[src/rtl/rhythm_pkg.sv]
// Shared note-chart and judgement types for the lane readers, chart ROMs and score block.
package rhythm_pkg;

  localparam int unsigned NOTE_TIME_W = 14;
  localparam int unsigned COMBO_W     = 10;
  localparam int unsigned COMBO_MAX   = 999;

  typedef enum logic [1:0] {
    TAP        = 2'b00,
    HOLD_START = 2'b01,
    HOLD_END   = 2'b10,
    END        = 2'b11
  } note_type_e;

  typedef enum logic [1:0] {
    NONE    = 2'b00,
    PERFECT = 2'b01,
    GOOD    = 2'b10,
    MISS    = 2'b11
  } grade_e;

  typedef enum logic [1:0] {
    S_IDLE,
    S_WAIT,
    S_HOLD,
    S_DONE
  } lane_state_e;

endpackage

[src/rtl/lane_note_judge_if.sv]
// Lane bundle: chart ROM port, key/frame inputs and judgement outputs for one lane.
interface lane_note_judge_if import rhythm_pkg::*; #(
  parameter int unsigned ADDR_W = 8,
  parameter int unsigned TIME_W = 14
);
  logic               frame_tick;
  logic               start;
  logic               key_down;
  logic [15:0]        note_word;
  logic [ADDR_W-1:0]  rom_addr;
  logic [TIME_W-1:0]  song_time;
  logic               judge_valid;
  grade_e             grade;
  logic [COMBO_W-1:0] combo;
  logic               hold_active;
  logic               lane_done;

  modport master (
    output frame_tick, start, key_down, note_word,
    input  rom_addr, song_time, judge_valid, grade, combo, hold_active, lane_done
  );

  modport slave (
    input  frame_tick, start, key_down, note_word,
    output rom_addr, song_time, judge_valid, grade, combo, hold_active, lane_done
  );
endinterface

[src/rtl/judge_window.sv]
// Signed time difference between song time and a note, classified into timing windows.
module judge_window import rhythm_pkg::*; #(
  parameter int unsigned TIME_W    = 14,
  parameter int unsigned PERFECT_W = 3,
  parameter int unsigned GOOD_W    = 6
) (
  input  logic [TIME_W-1:0] song_time,
  input  logic [TIME_W-1:0] note_time,
  output grade_e            grade_c,
  output logic              early_c,
  output logic              late_c,
  output logic              reached_c
);

  logic signed [TIME_W:0] dt;
  logic        [TIME_W:0] mag;

  always_comb begin
    dt        = $signed({1'b0, song_time}) - $signed({1'b0, note_time});
    mag       = dt[TIME_W] ? $unsigned(-dt) : $unsigned(dt);
    reached_c = !dt[TIME_W];
    grade_c   = NONE;
    if (mag <= (TIME_W+1)'(PERFECT_W)) begin
      grade_c = PERFECT;
    end else if (mag <= (TIME_W+1)'(GOOD_W)) begin
      grade_c = GOOD;
    end
    early_c = dt[TIME_W] && (grade_c == NONE);
    late_c  = !dt[TIME_W] && (grade_c == NONE);
  end

endmodule

[src/rtl/lane_note_judge.sv]
// One lane's chart reader: walks the note ROM against song time and grades tap/hold key presses.
module lane_note_judge import rhythm_pkg::*; #(
  parameter int unsigned     ADDR_W    = 8,
  parameter int unsigned     TIME_W    = NOTE_TIME_W,
  parameter int unsigned     PERFECT_W = 3,
  parameter int unsigned     GOOD_W    = 6,
  parameter logic [TIME_W-1:0] END_TIME = 14'h16D3
) (
  input logic              Clk,
  input logic              Reset_n,
  lane_note_judge_if.slave bus
);

  lane_state_e        state_q, state_d;
  logic [ADDR_W-1:0]  addr_q, addr_d;
  logic [TIME_W-1:0]  time_q, time_d;
  logic [COMBO_W-1:0] combo_q, combo_d;
  logic               valid_q, valid_d;
  grade_e             grade_q, grade_d;
  logic               hold_q, hold_d;
  logic               done_q, done_d;
  logic               key_q;

  note_type_e         head_type;
  logic [TIME_W-1:0]  head_time;
  logic               key_press, key_release;
  grade_e             jw_grade, judged;
  logic               jw_early, jw_late, jw_reached;
  logic [1:0]         step;

  assign head_type   = note_type_e'(bus.note_word[15:14]);
  assign head_time   = bus.note_word[TIME_W-1:0];
  assign key_press   = bus.key_down & ~key_q;
  assign key_release = ~bus.key_down & key_q;

  judge_window #(
    .TIME_W    (TIME_W),
    .PERFECT_W (PERFECT_W),
    .GOOD_W    (GOOD_W)
  ) u_window (
    .song_time (time_q),
    .note_time (head_time),
    .grade_c   (jw_grade),
    .early_c   (jw_early),
    .late_c    (jw_late),
    .reached_c (jw_reached)
  );

  // Next-state: at most one judgement and one address advance per cycle.
  always_comb begin
    state_d = state_q;
    addr_d  = addr_q;
    time_d  = time_q;
    combo_d = combo_q;
    valid_d = 1'b0;
    grade_d = NONE;
    hold_d  = hold_q;
    done_d  = done_q;
    judged  = NONE;
    step    = 2'd0;

    if ((state_q == S_WAIT || state_q == S_HOLD) && bus.frame_tick && (time_q != '1)) begin
      time_d = time_q + 1'b1;
    end

    unique case (state_q)
      S_WAIT: begin
        if (head_type == END || head_time >= END_TIME || addr_q == '1) begin
          state_d = S_DONE;
          done_d  = 1'b1;
        end else if (head_type == HOLD_END) begin
          step = 2'd1;  // orphan end entry: skip it silently
        end else if (jw_late) begin
          judged = MISS;
          step   = (head_type == HOLD_START) ? 2'd2 : 2'd1;
        end else if (key_press && !jw_early) begin
          judged = jw_grade;
          step   = 2'd1;
          if (head_type == HOLD_START) begin
            state_d = S_HOLD;
            hold_d  = 1'b1;
          end
        end
      end
      S_HOLD: begin
        if (bus.key_down && jw_reached) begin
          judged = PERFECT;
        end else if (key_release) begin
          judged = (jw_grade == NONE) ? MISS : jw_grade;
        end
        if (judged != NONE) begin
          step    = 2'd1;
          state_d = S_WAIT;
          hold_d  = 1'b0;
        end
      end
      default: ;
    endcase

    addr_d = addr_q + ADDR_W'(step);

    if (judged != NONE) begin
      valid_d = 1'b1;
      grade_d = judged;
      if (judged == MISS) begin
        combo_d = '0;
      end else if (combo_q < COMBO_W'(COMBO_MAX)) begin
        combo_d = combo_q + 1'b1;
      end
    end

    if (bus.start) begin
      state_d = S_WAIT;
      addr_d  = '0;
      time_d  = '0;
      combo_d = '0;
      valid_d = 1'b0;
      grade_d = NONE;
      hold_d  = 1'b0;
      done_d  = 1'b0;
    end
  end

  always_ff @(posedge Clk or negedge Reset_n) begin
    if (!Reset_n) begin
      state_q <= S_IDLE;
      addr_q  <= '0;
      time_q  <= '0;
      combo_q <= '0;
      valid_q <= 1'b0;
      grade_q <= NONE;
      hold_q  <= 1'b0;
      done_q  <= 1'b0;
      key_q   <= 1'b0;
    end else begin
      state_q <= state_d;
      addr_q  <= addr_d;
      time_q  <= time_d;
      combo_q <= combo_d;
      valid_q <= valid_d;
      grade_q <= grade_d;
      hold_q  <= hold_d;
      done_q  <= done_d;
      key_q   <= bus.key_down;
    end
  end

  assign bus.rom_addr    = addr_q;
  assign bus.song_time   = time_q;
  assign bus.combo       = combo_q;
  assign bus.judge_valid = valid_q;
  assign bus.grade       = grade_q;
  assign bus.hold_active = hold_q;
  assign bus.lane_done   = done_q;

endmodule

[src/flat_wrapper.sv]
// flat-port wrapper written by rule: the top's interface ports become plain ports
module lane_note_judge_flat import rhythm_pkg::*;
#(
  parameter int unsigned     ADDR_W    = 8,
  parameter int unsigned     TIME_W    = NOTE_TIME_W,
  parameter int unsigned     PERFECT_W = 3,
  parameter int unsigned     GOOD_W    = 6,
  parameter logic [TIME_W-1:0] END_TIME = 14'h16D3
)
  (Clk, Reset_n, bus_frame_tick, bus_start, bus_key_down, bus_note_word, bus_rom_addr, bus_song_time, bus_judge_valid, bus_grade, bus_combo, bus_hold_active, bus_lane_done);
  lane_note_judge_if #(.ADDR_W(ADDR_W), .TIME_W(TIME_W)) bus_i ();
  input logic Clk;
  input logic Reset_n;
  input wire logic [$bits(bus_i.frame_tick)-1:0] bus_frame_tick;
  input wire logic [$bits(bus_i.start)-1:0] bus_start;
  input wire logic [$bits(bus_i.key_down)-1:0] bus_key_down;
  input wire logic [$bits(bus_i.note_word)-1:0] bus_note_word;
  output wire logic [$bits(bus_i.rom_addr)-1:0] bus_rom_addr;
  output wire logic [$bits(bus_i.song_time)-1:0] bus_song_time;
  output wire logic [$bits(bus_i.judge_valid)-1:0] bus_judge_valid;
  output wire logic [$bits(bus_i.grade)-1:0] bus_grade;
  output wire logic [$bits(bus_i.combo)-1:0] bus_combo;
  output wire logic [$bits(bus_i.hold_active)-1:0] bus_hold_active;
  output wire logic [$bits(bus_i.lane_done)-1:0] bus_lane_done;
  assign bus_i.frame_tick = bus_frame_tick;
  assign bus_i.start = bus_start;
  assign bus_i.key_down = bus_key_down;
  assign bus_i.note_word = bus_note_word;
  assign bus_rom_addr = bus_i.rom_addr;
  assign bus_song_time = bus_i.song_time;
  assign bus_judge_valid = bus_i.judge_valid;
  assign bus_grade = bus_i.grade;
  assign bus_combo = bus_i.combo;
  assign bus_hold_active = bus_i.hold_active;
  assign bus_lane_done = bus_i.lane_done;
  lane_note_judge #(.ADDR_W(ADDR_W), .TIME_W(TIME_W), .PERFECT_W(PERFECT_W), .GOOD_W(GOOD_W), .END_TIME(END_TIME)) u_core (.Clk(Clk), .Reset_n(Reset_n), .bus(bus_i));
endmodule
[config.mk]
export PLATFORM = sky130hd
export DESIGN_NAME = lane_note_judge_flat
export DESIGN_NICKNAME = d
export VERILOG_FILES = /design/src/rtl/rhythm_pkg.sv /design/src/rtl/lane_note_judge_if.sv /design/src/rtl/judge_window.sv /design/src/rtl/lane_note_judge.sv /design/src/flat_wrapper.sv
export SDC_FILE = /design/constraint.sdc
export NUM_CORES = 1
export LEC_CHECK = 0
export ABC_AREA = 1
export CELL_PAD_IN_SITES_DETAIL_PLACEMENT = 2
export CELL_PAD_IN_SITES_GLOBAL_PLACEMENT = 2
export CORE_UTILIZATION = 33
export CTS_BUF_LIST = sky130_fd_sc_hd__clkbuf_4
export CTS_CLUSTER_DIAMETER = 40
export DETAILED_ROUTE_END_ITERATION = 6
export HOLD_SLACK_MARGIN = 0.15
export PLACE_DENSITY_LB_ADDON = 0.1
export SLEW_MARGIN = 30
export SYNTH_ARGS = -nofsm -noshare
export SYNTH_HDL_FRONTEND = slang
export SYNTH_SLANG_ARGS = --single-unit
[constraint.sdc]
create_clock -name Clk -period 6.55 [get_ports Clk]
set_input_delay 0.655 -clock Clk [delete_from_list [all_inputs] [get_ports Clk]]
set_output_delay 0.655 -clock Clk [all_outputs]
set_load 0.05 [all_outputs]
# After elaboration in Yosys (flattened, before gate mapping)
# Cells that the tools add are included.
[totals]
reg_bits = 40
in_bits = 21
output_inout_bits = 37
[op_classes]
n_addsub = 5
order_cmp = 4
n_eq_ne = 18
n_mux = 49
bitwise = 4
reduce_logical = 24
[ops]
columns = ["op", "count"]
rows = [
  ["$mux W2", 23],
  ["$mux W10", 4],
  ["$mux W14", 2],
  ["$ne A3 B3 Y1 const B", 6],
  ["$ne A4 B4 Y1 const B", 4],
  ["$le A15 B2 Y1 const B", 1],
  ["$le A15 B3 Y1 const B", 1],
  ["$mux W15", 1],
  ["$neg A15 Y15", 1],
  ["$sub A14 B14 Y15", 1],
  ["$add A14 B1 Y14 const B", 1],
  ["$ge A14 B13 Y1 const B", 1],
  ["$mux W1", 14],
  ["$ne A14 B14 Y1 const B", 1],
  ["$pmux W2 S2", 3],
  ["$reduce_bool A2 Y1", 6],
  ["$add A10 B1 Y10 const B", 1],
  ["$lt A10 B10 Y1 const B", 1],
  ["$add A8 B2 Y8", 1],
  ["$eq A2 B2 Y1 const B", 4],
  ["$eq A8 B8 Y1 const B", 1],
  ["$mux W8", 1],
  ["$reduce_and A7 Y1", 1],
  ["$logic_and A1 B1 Y1", 6],
  ["other kinds (10)", 18],
]

# Depth between registers and ports, before layout
[depth]
word_depth = 19
ltp_mapped = 34

# By module
# From an unflattened synthesis, not the netlist that was laid out.
[hier_totals]
cells_unflattened = 612
hier_area_um2 = 3926.3
[modules_own_cells]
columns = ["mod", "n_inst", "cells_each", "area_each_um2"]
rows = [
  ["lane_note_judge", 1, 314, 2402.3],
  ["judge_window", 1, 298, 1524.0],
]

# Worst setup path after synthesis
# No wires, ideal clock.
[synth_path]
kind = "register to register"
start = "reg u_core.time_q[0], in the netlist u_core.bus.song_time[0]"
end = "reg u_core.addr_q[7], in the netlist u_core.bus.rom_addr[7]"
setup_time_ns = 0.136
t_arrival_ns = 4.075
required_time_ns = 6.414
slack_ns = 2.339
stages_incl_launch_ff = 30
path_buffers = 0
path_cell_list = "dfrtp_1 inv_1 ha_1 fa_1 ha_1 inv_1 nor2_1 nand3_2 nor2_2 nand2_1 nand2_1 nand3b_1 nand2_1 nand2_1 nor2_1 nand4_1 nand2_2 inv_2 nand2_1 nand3_1 o21ai_0 o21ai_0 a21oi_1 ha_1 nand3_1 nand2_1 nand2_1 nor3_1 and3_1 nor3_1"
[synth_via]
elab_chain_cells = 17
[synth_rtl]
columns = ["element", "line", "text"]
rows = [
  ["start: declaration", "lane_note_judge.sv:16", "logic [TIME_W-1:0] time_q, time_d;"],
  ["start signal: assignment", "lane_note_judge.sv:138", "time_q <= time_d;"],
  ["$sub A14 B14 Y15 (*)", "judge_window.sv:19", "dt = $signed({1'b0, song_time}) - $signed({1'b0, note_time});"],
  ["$neg A15 Y15", "judge_window.sv:20", "mag = dt[TIME_W] ? $unsigned(-dt) : $unsigned(dt);"],
  ["$mux W15", "judge_window.sv:20", ""],
  ["$le A15 B3 Y1", "judge_window.sv:25", "end else if (mag <= (TIME_W+1)'(GOOD_W)) begin"],
  ["$mux W2", "judge_window.sv:25", ""],
  ["$mux W2", "judge_window.sv:23", "if (mag <= (TIME_W+1)'(PERFECT_W)) begin"],
  ["$logic_not A2 Y1", "judge_window.sv:28, judge_window.sv:29, lane_note_judge.sv:89", ""],
  ["$logic_and A1 B1 Y1", "judge_window.sv:28", "early_c = dt[TIME_W] && (grade_c == NONE);"],
  ["[2 not listed]", "n/a", ""],
  ["$mux W1", "lane_note_judge.sv:76", "end else if (key_press && !jw_early) begin"],
  ["$mux W2", "lane_note_judge.sv:73", "end else if (jw_late) begin"],
  ["$mux W2", "lane_note_judge.sv:71", "end else if (head_type == HOLD_END) begin"],
  ["$mux W2", "lane_note_judge.sv:68", "if (head_type == END || head_time >= END_TIME || addr_q == '1) begin"],
  ["$pmux W2 S2 (*)", "lane_note_judge.sv:66", "unique case (state_q)"],
  ["$add A8 B2 Y8 (*)", "lane_note_judge.sv:100", "addr_d = addr_q + ADDR_W'(step);"],
  ["$mux W8 (*)", "lane_note_judge.sv:112", "if (bus.start) begin"],
  ["via u_core.addr_d[7]", "lane_note_judge.sv:15", "logic [ADDR_W-1:0] addr_q, addr_d;"],
  ["end signal: assignment", "lane_note_judge.sv:137", "addr_q <= addr_d;"],
  ["end: declaration", "lane_note_judge.sv:15", ""],
]
# Mark *: on every way through the listed nets, which the timed path passes. The rest lies on a longest branch. The select of a mux whose other input is x is not followed.
# A chain may end at the register's enable or synchronous reset.

# Final worst setup path
[layout_path]
start = "in bus_note_word[0]"
end = "reg u_core.addr_q[7], in the netlist u_core.bus.rom_addr[7]"
[layout_via]
elab_chain_cells = 17
[layout_rtl]
columns = ["element", "line", "text"]
rows = [
  ["start: declaration", "flat_wrapper.sv:17", "input wire logic [$bits(bus_i.note_word)-1:0] bus_note_word;"],
  ["$sub A14 B14 Y15", "judge_window.sv:19", ""],
  ["$neg A15 Y15", "judge_window.sv:20", ""],
  ["$mux W15", "judge_window.sv:20", ""],
  ["$le A15 B3 Y1", "judge_window.sv:25", ""],
  ["$mux W2", "judge_window.sv:25", ""],
  ["$mux W2", "judge_window.sv:23", ""],
  ["$logic_not A2 Y1", "judge_window.sv:28, judge_window.sv:29, lane_note_judge.sv:89", ""],
  ["$logic_and A1 B1 Y1", "judge_window.sv:28", ""],
  ["[2 not listed]", "n/a", ""],
  ["$mux W1", "lane_note_judge.sv:76", ""],
  ["$mux W2", "lane_note_judge.sv:73", ""],
  ["$mux W2", "lane_note_judge.sv:71", ""],
  ["$mux W2", "lane_note_judge.sv:68", ""],
  ["$pmux W2 S2 (*)", "lane_note_judge.sv:66", ""],
  ["$add A8 B2 Y8 (*)", "lane_note_judge.sv:100", ""],
  ["$mux W8 (*)", "lane_note_judge.sv:112", ""],
  ["via u_core.addr_d[7]", "lane_note_judge.sv:15", ""],
]
# Marks and branches as above.

==> reports/metrics.cfg <==
[placed_design]
dp_hpwl_mm=11.0
io_buffers=57
place.gp.congestion=0.826
dpl_worst_slack_ns=1.20

[sta]
fmax_mhz=203
whs_ns=0.263
hold_viol=0
fin_ws_ns=1.62
finalCritPeriodShare_pct=75.3
setup_viol=0
maxSlewHeadroom_pct=44.2
rsz0062_at_grt=false
worst_pin_slew_ns=0.836
drv_slew=0
clock_skew_ns=0.00591
setup-tns-final_ns=0
period_needed_ns=4.93

[finish]
fin_util_pct=40.4
nNetsFinal=701
final_layout_size_suffix_gt1_share_pct=11.0
fillerInstances=1441
area_growth_pct=18.8
diodes=0

[route]
drtAntennaViolNets=0
drt_iter0_drc=100
wl_per_cell_um=16.6
drt_first_pass_iters=4
drt-vias-per-instance=5.14
dr_total_vias=4101
drt-total-wl_mm=13.3
drc=0

[global_route]
grt_pass1_vias=4555
antenna_found_initial=0
track_usage_pct=22.7
grt_start_max_net_pins=41
grt_overflow_total=0
grt_pass1_wl_mm=22.7

[run]
cap_violations=0

[clocking]
cts_sinks=40
ctsResizeCount=0
numCtsBuffers=5
clk_pin_slew_ns=0.12
clk_path_buf_depth=2
cts_tree=yes
worstSkewPairLatency_ns=0.35
post_cts_buffers=0
htree_levels=2
hold_buffers=0
cts_root_buffer=clkbuf_4

[synth]
ys_ff_latch=40
postSynthNetCount=643
syn_area_sq_um=3920
synth_edf_count=0
ys.warnings.count=0
synth.distinct_cells=43
seq_area_frac_synth_pct=25.5
synth_flop_cell=dfrtp_1
yosys.area.top_type=dfrtp_1
yosysTopAreaCellShare_pct=25.5
synthMostInstantiatedCell=nand2_1
synth.avg_cell_area_sq_um=6.54
synth_area_leaders=dfrtp_1, nand2_1, inv_1, ha_1, nor2_1
postSynthCellCount=599
synthArstFlopShare_pct=100
synth_common_cells=nand2_1, inv_1, nor2_1

[die]
rows=39
fp.dieH_um=111
die-area_sq_um=12300
start_util_pct=34.0
coreArea_sq_um=11500
pin_count=58
die_x_um=111

[setup_path]
worstPathArrival_ns=5.16
cp-start-kind=input port
crit_buf_inv=4
rrSetupSlack_ns=1.84
r2r-start=u_core.bus.song_time[0]
path_delay_family=simple AND/OR/NAND/NOR gates
worst_path_max_delay_cell=fa_1
r2r_end=u_core.bus.rom_addr[7]
required_ns=6.77
cp-end-kind=flip-flop
r2r_cells=27
path_common_cell=nand2_1
crit_fanout=6
crit_type=input port to flip-flop
crit_path_max_incr_delay_ns=0.59

[power_and_ir_drop]
p_leak_nw=2.36
vdd_drop_max_v=0.0000767
p_total_uw=849
powerDensity_nw_per_um2=182

[status]
status=finished clean

[min_path]
hold_path_class=input port to async pin

==> state kept, by name (all words and copies together) (netlist names) <==
name and cells:
u_core.key_q 1, u_core.bus.grade 2, u_core.bus.song_time 14, u_core.bus.lane_done 1, u_core.bus.combo 10, u_core.bus.judge_valid 1
u_core.bus.rom_addr 8, u_core.state_q 2, u_core.bus.hold_active 1
==> metrics by stage <==
stage / instances / area, sq um
after CTS: 798 / 4660
after global placement: 793 / 4620
after floorplan: 599 / 3920
final: 798 / 4660
after detailed placement: 793 / 4620
after global routing: 798 / 4660
==> worst max path at each step <==
| stage | startpoint | to | slack [ns] | cells after the start |
|---|---|---|---|---|
| finish | bus_note_word[0] | u_core.bus.rom_addr[7] | 1.62 | 27 |
| global route | bus_note_word[0] | u_core.bus.rom_addr[7] | 1.17 | 27 |
| CTS | bus_note_word[0] | u_core.bus.rom_addr[7] | 1.60 | 27 |
| detailed placement | bus_note_word[0] | u_core.bus.rom_addr[7] | 1.20 | 27 |
| global placement | bus_note_word[0] | u_core.bus.rom_addr[7] | 1.48 | 27 |
| floorplan | u_core.bus.song_time[0] | u_core.bus.rom_addr[7] | 2.34 | 29 |
==> metal layers <==
layer,routed length [um],vias to the layer above,track usage [%]
met1,6250,2027,28.8
met2,6680,38,42.0
met3,231,8,2.02
li1,-,2028,-
met5,0,-,0
met4,118,0,4.20
==> where the power goes <==
group | leakage (nW) | switching [mW] | internal [mW]
logic | 1.79 | 0.300 | 0.146
registers | 0.547 | 0.0197 | 0.266
clock network | 0.0230 | 0.0813 | 0.0360
total | 2.36 | 0.401 | 0.448
==> cells by family after synthesis <==
kind of cell	count (synthesis)	synth area share, %
xor gates and xnor gates	8	1.98
adders and majority gates	23	7.72
buffers and inverters	106	10.7
DFF	40	25.5
AOI/OAI and AO/OA	61	9.13
and+or+nand+nor	361	45.0
==> final cells by class <==
type | instances | area (sq um) | area share, %
flip-flops and latches | 40 | 1000 | 21.5
inverters | 100 | 375 | 8.06
multi-input cells | 453 | 2500 | 53.7
repair buffers | 57 | 563 | 12.1
clock buffers | 5 | 37.5 | 0.806
well taps | 143 | 179 | 3.84
==> cell usage in the layout, fill, tap and decap left out, types with 3 or more instances in the layout <==
cell	synthesis	final
nor3b_1	3	3
nand2_1	163	163
dfrtp_1	40	40
ha_1	21	21
nand3b_1	3	3
nand2_2	27	27
nand3_1	34	34
inv_2	6	6
clkbuf_4	0	5
nor2_1	62	62
nor2_2	3	3
a21oi_1	27	27
nor3_1	16	16
nor2_4	4	4
nand3_2	8	8
o21ai_0	21	21
xor2_1	5	5
inv_1	93	93
nand4_1	22	22
nand2_4	9	9
clkdlybuf4s50_1	0	55
(Power assumes the default switching activity.)
